<file path="config.mk">
export PLATFORM = sky130hd
export DESIGN_NAME = game_binary_quiz_n
export DESIGN_NICKNAME = d
export VERILOG_FILES = /design/src/rtl/game_pkg.sv /design/src/rtl/btn_edge_enc.sv /design/src/rtl/game_binary_quiz_n.sv
export SDC_FILE = /design/constraint.sdc
export NUM_CORES = 1
export LEC_CHECK = 0
export BUFFER_PORTS_ARGS = -buffer_cell sky130_fd_sc_hd__buf_4
export CAP_MARGIN = 10
export CORE_MARGIN = 1
export CORE_UTILIZATION = 55
export CTS_CLUSTER_SIZE = 24
export DETAILED_ROUTE_END_ITERATION = 16
export HOLD_SLACK_MARGIN = 0.12
export PLACE_DENSITY = 0.78
export SKIP_CTS_REPAIR_TIMING = 1
export SLEW_MARGIN = 40
export SYNTH_ARGS = -nofsm -noshare
export SYNTH_HDL_FRONTEND = slang
export SYNTH_SLANG_ARGS = --single-unit
export TNS_END_PERCENT = 5
</file>
<file path="constraint.sdc">
create_clock -name clk -period 3.1 [get_ports clk]
set_clock_uncertainty 0.1 [all_clocks]
set_input_delay 0.155 -clock clk [delete_from_list [all_inputs] [get_ports clk]]
set_output_delay 0.155 -clock clk [all_outputs]
set_load 0.05 [all_outputs]
</file>
<file path="src/rtl/game_pkg.sv">
// Shared value codes and FSM state type for the binary quiz game.
package game_pkg;

    localparam logic [3:0] SEG_CORRECT  = 4'd10;
    localparam logic [3:0] SEG_ERROR    = 4'd11;
    localparam logic [3:0] SEG_BLANK    = 4'd12;
    localparam logic [3:0] SEG_QUESTION = 4'd13;

    typedef enum logic [2:0] {
        IDLE,
        SHOW_BIT,
        GAP,
        QUIZ,
        RESULT,
        SCORE
    } state_e;

endpackage

</file>
<file path="src/rtl/btn_edge_enc.sv">
// Rising-edge detector for the answer buttons with lowest-index priority encoding.
// arm_i reloads the history with all ones so buttons already held are ignored.
module btn_edge_enc #(
    parameter int unsigned NBTN  = 7,
    parameter int unsigned NUM_W = 4
) (
    input  logic             clk,
    input  logic             reset_n,
    input  logic [NBTN-1:0]  btn_i,
    input  logic             arm_i,
    output logic             press_valid_o,
    output logic [NUM_W-1:0] press_num_o
);

    logic [NBTN-1:0] btn_prev_q, btn_prev_d;
    logic [NBTN-1:0] evt;

    always_comb begin
        evt           = btn_i & ~btn_prev_q;
        btn_prev_d    = arm_i ? {NBTN{1'b1}} : btn_i;
        press_valid_o = 1'b0;
        press_num_o   = '0;
        // Scan high to low so the lowest set index is the last write.
        for (int i = NBTN - 1; i >= 0; i--) begin
            if (evt[i]) begin
                press_valid_o = 1'b1;
                press_num_o   = NUM_W'(i + 1);
            end
        end
    end

    always_ff @(posedge clk) begin
        if (!reset_n) begin
            btn_prev_q <= {NBTN{1'b1}};
        end else begin
            btn_prev_q <= btn_prev_d;
        end
    end

endmodule

</file>
<file path="src/rtl/game_binary_quiz_n.sv">
// Binary quiz game: shows an NBITS random number bit by bit, grades the answer, shows score.
// Optional answer timeout is enabled by defining QUIZ_TIMEOUT_EN.
module game_binary_quiz_n
    import game_pkg::*;
#(
    parameter int unsigned NBITS        = 3,
    parameter int unsigned NBTN         = 2**NBITS - 1,
    parameter int unsigned ROUNDS       = 5,
    parameter int unsigned BIT_TIME     = 10_000_000,
    parameter int unsigned GAP_TIME     = 2_000_000,
    parameter int unsigned RESULT_TIME  = 10_000_000,
    parameter int unsigned QUIZ_TIMEOUT = 50_000_000,
    parameter int unsigned CNT_W        = 26
) (
    input  logic            clk,
    input  logic            reset_n,
    input  logic [NBTN-1:0] btn,
    input  logic [3:0]      rnd,
    output logic [3:0]      value,
    output logic            busy
);

    state_e             state_q, state_d;
    logic [3:0]         value_q, value_d;
    logic               busy_q, busy_d;
    logic [3:0]         score_q, score_d;
    logic [3:0]         round_q, round_d;
    logic [CNT_W-1:0]   cnt_q, cnt_d;
    logic [1:0]         bit_idx_q, bit_idx_d;
    logic [NBITS-1:0]   target_q, target_d;
    logic [NBITS-1:0]   new_target;
    logic               arm;
    logic               press_valid;
    logic [3:0]         press_num;

    btn_edge_enc #(
        .NBTN  (NBTN),
        .NUM_W (4)
    ) u_btn_edge_enc (
        .clk           (clk),
        .reset_n       (reset_n),
        .btn_i         (btn),
        .arm_i         (arm),
        .press_valid_o (press_valid),
        .press_num_o   (press_num)
    );

    // A zero draw would be unanswerable, so it is replaced by all ones.
    assign new_target = (rnd[NBITS-1:0] == '0) ? {NBITS{1'b1}} : rnd[NBITS-1:0];

    always_comb begin
        state_d   = state_q;
        value_d   = value_q;
        score_d   = score_q;
        round_d   = round_q;
        cnt_d     = cnt_q;
        bit_idx_d = bit_idx_q;
        target_d  = target_q;
        arm       = 1'b0;
        case (state_q)
            IDLE: begin
                value_d = SEG_BLANK;
                cnt_d   = '0;
                if (press_valid) begin
                    state_d   = SHOW_BIT;
                    bit_idx_d = 2'(NBITS - 1);
                    target_d  = new_target;
                    value_d   = {3'b000, new_target[NBITS-1]};
                end
            end
            SHOW_BIT: begin
                if (cnt_q == CNT_W'(BIT_TIME - 1)) begin
                    state_d = GAP;
                    cnt_d   = '0;
                    value_d = SEG_BLANK;
                end else begin
                    cnt_d = cnt_q + 1'b1;
                end
            end
            GAP: begin
                if (cnt_q == CNT_W'(GAP_TIME - 1)) begin
                    cnt_d = '0;
                    if (bit_idx_q == 2'd0) begin
                        state_d = QUIZ;
                        value_d = SEG_QUESTION;
                        arm     = 1'b1;
                    end else begin
                        state_d   = SHOW_BIT;
                        bit_idx_d = bit_idx_q - 2'd1;
                        value_d   = {3'b000, target_q[bit_idx_q - 2'd1]};
                    end
                end else begin
                    cnt_d = cnt_q + 1'b1;
                end
            end
            QUIZ: begin
                if (press_valid) begin
                    state_d = RESULT;
                    cnt_d   = '0;
                    if (press_num == 4'(target_q)) begin
                        value_d = SEG_CORRECT;
                        score_d = score_q + 4'd1;
                    end else begin
                        value_d = SEG_ERROR;
                    end
`ifdef QUIZ_TIMEOUT_EN
                end else if (cnt_q == CNT_W'(QUIZ_TIMEOUT - 1)) begin
                    state_d = RESULT;
                    cnt_d   = '0;
                    value_d = SEG_ERROR;
                end else begin
                    cnt_d = cnt_q + 1'b1;
                end
`else
                end else begin
                    cnt_d = '0;
                end
`endif
            end
            RESULT: begin
                if (cnt_q == CNT_W'(RESULT_TIME - 1)) begin
                    cnt_d   = '0;
                    round_d = round_q + 4'd1;
                    if (round_q + 4'd1 == 4'(ROUNDS)) begin
                        state_d = SCORE;
                        value_d = score_q;
                    end else begin
                        state_d   = SHOW_BIT;
                        bit_idx_d = 2'(NBITS - 1);
                        target_d  = new_target;
                        value_d   = {3'b000, new_target[NBITS-1]};
                    end
                end else begin
                    cnt_d = cnt_q + 1'b1;
                end
            end
            SCORE: begin
                if (cnt_q == CNT_W'(RESULT_TIME - 1)) begin
                    state_d = IDLE;
                    value_d = SEG_BLANK;
                    cnt_d   = '0;
                    score_d = '0;
                    round_d = '0;
                end else begin
                    cnt_d = cnt_q + 1'b1;
                end
            end
            default: begin
                state_d = IDLE;
                value_d = SEG_BLANK;
                cnt_d   = '0;
            end
        endcase
        busy_d = (state_d != IDLE);
    end

    always_ff @(posedge clk) begin
        if (!reset_n) begin
            state_q   <= IDLE;
            value_q   <= SEG_BLANK;
            busy_q    <= 1'b0;
            score_q   <= '0;
            round_q   <= '0;
            cnt_q     <= '0;
            bit_idx_q <= '0;
            target_q  <= '0;
        end else begin
            state_q   <= state_d;
            value_q   <= value_d;
            busy_q    <= busy_d;
            score_q   <= score_d;
            round_q   <= round_d;
            cnt_q     <= cnt_d;
            bit_idx_q <= bit_idx_d;
            target_q  <= target_d;
        end
    end

    assign value = value_q;
    assign busy  = busy_q;

endmodule

</file>
# After elaboration in Yosys (flattened, before gate mapping)
# Cells that the tools add are included.
# classes
n_addsub	4
magnitude_cmp	1
eq_ne	18
mux	57
bitwise_logic	3
reduce_logical	16
# ops
operator	count
$mux W3	18
$mux W26	2
$pmux W26 S2	1
$mux W4	11
$add A26 B1 Y26 const B	1
$eq A26 B21 Y1 const B	1
$eq A26 B24 Y1 const B	1
$pmux W4 S5	1
$pmux W3 S6	1
$ne A2 B2 Y1 const B	8
$pmux W4 S2	2
$mux W1	12
$mux W2	6
$reduce_and A4 Y1	3
$add A4 B1 Y4 const B	2
$and A7 B7 Y7	1
$not A7 Y7	1
$eq A3 B2 Y1 const B	2
$eq A3 B3 Y1 const B	2
$logic_not A3 Y1	2
$pmux W2 S3	1
$pmux W3 S2	1
$reduce_and A6 Y1	1
$reduce_bool A2 Y1	3
13 further kinds	15
# word_totals
reg_bits	54
out_inout_bits	5
wordCells	108

# Longest topological paths before layout
# depth
depth_word	13
depth_mapped	9
depth_no_buf	9

# By module
# A second synthesis with hierarchy kept.
# unflattened
hier_cells	350
area_unflattened_um2	3005.4
# by_module_without_submodules
mod	instances	cells_per_inst	area_per_inst_um2
game_binary_quiz_n	1	314	2652.5
btn_edge_enc	1	36	352.8

# Worst setup path before layout
# No wires, ideal clock.
# synth_path
kind	reg-to-reg
start	reg cnt_q[0]
end	reg value_q[0], in the netlist value[0]
t_arrival_ns	2.031
slack_ns	0.855
stages_incl_launch_ff	8
period_less_slack_ns	2.245
cell_sequence	dfxtp_1 ha_1 nand3_4 or4b_4 or2_4 a41oi_4 nor2b_1 o21a_1
# synth_between
elab_chain_len	3
word_cells_on_any_way	6
# synth_lines
element	line_no	text
start: declaration	game_binary_quiz_n.sv:28	logic [CNT_W-1:0] cnt_q, cnt_d;
start signal: assignment	game_binary_quiz_n.sv:173	cnt_q <= cnt_d;
$eq A26 B24 Y1 or $eq A26 B21 Y1 (tied branches)	--	
$ne A2 B2 Y1 (no line) or $ne A2 B1 Y1 (tied branches)	--	
$reduce_and A4 Y1 (no line) *	--	
end signal: assignment	game_binary_quiz_n.sv:169	value_q <= value_d;
end: declaration	game_binary_quiz_n.sv:24	logic [3:0] value_q, value_d;
# Every way passes the cells marked *; elsewhere a longest branch is shown, timed or not.
# A chain may end at the register's enable or synchronous reset.

# Worst setup path in the final report
# layout_path
start	in btn[2]
end	reg value_q[0], in the netlist value[0]
# layout_between
elab_chain_len	8
word_cells_on_any_way	14
# layout_lines
element	line_no	text
start: declaration	game_binary_quiz_n.sv:17	input logic [NBTN-1:0] btn,
$and A7 B7 Y7 *	btn_edge_enc.sv:19	evt = btn_i & ~btn_prev_q;
$mux W3 (3 in a row)	btn_edge_enc.sv:25	if (evt[i]) begin
$eq A4 B3 Y1	game_binary_quiz_n.sv:100	if (press_num == 4'(target_q)) begin
$mux W1	game_binary_quiz_n.sv:100	
$mux W4	game_binary_quiz_n.sv:97	if (press_valid) begin
$pmux W4 S5	game_binary_quiz_n.sv:60	case (state_q)
# Every way passes the cells marked *; elsewhere a longest branch is shown, timed or not. The select of a mux whose other input is x is not followed.

==> results.sh <==
export IMPL_grt_overflow_total=0
export IMPL_syn_area_mm2=0.002835
export IMPL_gp_congestion=0.7786
export IMPL_synth_top_area_cell="dfxtp_1"
export IMPL_grt_pass1_vias=2122
export IMPL_ir_drop_mv=0.2980
export IMPL_startpoint_type="primary input"
export IMPL_worst_pin_slew_ps=650.1
export IMPL_synthArstFlopShare=0
export IMPL_drive_above_1_share=0.1247
export IMPL_critPathTopFamily="simple AND/OR/NAND/NOR gates"
export IMPL_slowest_stage="or4_1"
export IMPL_diodes=0
export IMPL_viasPerCell=5.535
export IMPL_fmax_mhz=385.3
export IMPL_cts_root_buffer="clkbuf_8"
export IMPL_nNetsFinal=378
export IMPL_grt_pass1_wl_um=9114
export IMPL_hold_viol=0
export IMPL_synthDistinctLibCells=61
export IMPL_arrival_ps=2710
export IMPL_finalWirelength_um=5410
export IMPL_crit_type="primary input to register"
export IMPL_cts_tree="yes"
export IMPL_vias=2369
export IMPL_cap_violations=0
export IMPL_antenna_left=0
export IMPL_min_period_over_period=0.8373
export IMPL_seq_area_frac_synth=0.3813
export IMPL_grt_start_max_net_pins=27
export IMPL_htreeDepth=2
export IMPL_grt_use_total=0.2178
export IMPL_path_clk_slew_ps=90
export IMPL_die_h_um=73.80
export IMPL_powerDensity_mw_per_mm2=415.6
export IMPL_leakage_nw=1.142
export IMPL_hold_class="register to register"
export IMPL_synth_edff_count=0
export IMPL_clk_latency_ps=310
export IMPL_worst_slack_ps=504.4
export IMPL_status="completed"
export IMPL_fin_util=0.6614
export IMPL_worstSetupEndpointType="register"
export IMPL_critical_path_buf_inv_count=2
export IMPL_initial_utilization=0.5848
export IMPL_netlist_instances=335
export IMPL_antenna_found_initial=0
export IMPL_cp_max_fo=9
export IMPL_synth_top_area_frac=0.3813
export IMPL_setup_tns_ps=0
export IMPL_drv_slew=0
export IMPL_grt_setup_unrepaired="false"
export IMPL_post_dp_hpwl_um=3814
export IMPL_coreArea_mm2=0.004848
export IMPL_cts_num_sinks=54
export IMPL_firstDrtPassIters=6
export IMPL_die_w_um=73.80
export IMPL_synth_seq_cells=54
export IMPL_drt_iter0_drc=125
export IMPL_synthFlopType="dfxtp_1"
export IMPL_io_pin_count=18
export IMPL_max_stage_delay_ps=710
export IMPL_die_area_mm2=0.005446
export IMPL_synthTopCellsByArea="dfxtp_1 (38%), xor2_1 (5.9%), nor2_1 (5.7%)"
export IMPL_syn_avg_cell_area_um2=8.463
export IMPL_holdWs_ps=383.2
export IMPL_syn_num_nets=353
export IMPL_p_total_mw=1.333
export IMPL_place_ws_ps=668.8
export IMPL_syn2layout_area_growth_pct=13.11
export IMPL_critical_path_cell_chain="dlygate4sd3_1, buf_4, nand2b_1, nand4_1, or4_1, and2_1, a211oi_1, a21oi_1, o21a_1"
export IMPL_drcViolationCount=0
export IMPL_maxSlewHeadroom=0.5620
export IMPL_crit_required_ps=3220
export IMPL_cts_buffer_depth=2
export IMPL_setup_viol=0
export IMPL_numCtsBuffers=5
export IMPL_post_drt_wl_per_cell_um=12.64
export IMPL_portBuffers=16
export IMPL_fin_crit_ps=2596
export IMPL_synth_warnings=0
export IMPL_rows=25
## where the power goes
part | internal, mW | switching, mW
combinational | 0.0818 | 0.107
clock | 0.180 | 0.226
sequential | 0.716 | 0.0214
total | 0.978 | 0.355
## worst paths after layout
check / start / endpoint / slack, ps / cells after the start
setup / recovery: btn[2] / value[0] / 500 / 9
hold reg to reg: cnt_q[0] / cnt_q[0] / 380 / 1
setup reg to reg: cnt_q[0] / value[0] / 690 / 7
hold / removal: cnt_q[0] / cnt_q[0] / 380 / 1
## per-stage QoR
| step | instances | area, um2 |
|---|---|---|
| floorplan | 335 | 2835 |
| global placement | 409 | 3002 |
| detailed placement | 409 | 3002 |
| CTS | 417 | 3097 |
| global route | 428 | 3207 |
| finish | 428 | 3207 |
## synth_stat cells (2+ instances only)
cell / instances
nor4_1: 3
xnor2_1: 8
o311a_1: 3
and2_1: 5
nor3b_1: 3
o211a_1: 2
nor3_1: 7
a211oi_1: 2
xor2_1: 19
o211ai_1: 2
nand3_1: 18
buf_4: 2
a21boi_0: 3
ha_1: 5
o21ai_1: 2
nor2b_1: 9
mux2i_1: 2
and3_1: 5
nand2_1: 32
dfxtp_1: 54
or2_2: 7
clkbuf_1: 8
nand4_1: 11
nor2_1: 43
or4_1: 4
nand3b_1: 3
nand2b_1: 10
a31oi_1: 5
a21oi_1: 7
o21ai_0: 12
inv_1: 8
o32ai_1: 2
## registers in the layout (all words and copies together), names as in the netlist
signal	count
target_q	3
score_q	4
round_q	4
bit_idx_q	2
cnt_q	26
busy	1
u_btn_edge_enc.btn_prev_q	7
state_q	3
value	4
## final cells by class
class | instances | area, um2
flip-flops and latches | 54 | 1081
inverters | 8 | 30.03
well taps | 67 | 83.83
clock buffers | 6 | 82.58
multi-input cells | 263 | 1679
fillers | 403 | 1642
repair buffers | 28 | 237.7
clock inverters | 2 | 12.51
## routing by layer
layer / part of all wire / global-route usage / vias to the layer above / wire [um]
li1: - / - / 1235 / -
met1: 0.48 / 0.2551 / 1090 / 2606
met3: 0.035 / 0.05624 / 6 / 192
met2: 0.47 / 0.3792 / 38 / 2544
met4: 0.012 / 0.08333 / 0 / 65
met5: 0 / 0 / - / 0
## placed cells by master (no fill, tap or decap), drive strengths merged, types with 6 or more instances in the layout
cell         instances
dfxtp               54
nor2                43
nand2               32
xor2                19
nand3               19
buf                 17
o21ai               15
nand4               11
dlygate4sd3         11
nand2b              10
nor2b                9
inv                  8
xnor2                8
nor3                 8
or2                  8
a21oi                7
and2                 7
clkbuf               6
## logic make-up after synthesis
kind of cell / synth area share
AOI/OAI and AO/OA: 0.1350
xor gates and xnor gates: 0.08341
adders and majority gates: 0.02207
buffers and inverters: 0.02648
DFF: 0.3813
muxes: 0.01103
and+or+nand+nor: 0.3407
(Power assumes the default switching activity.)
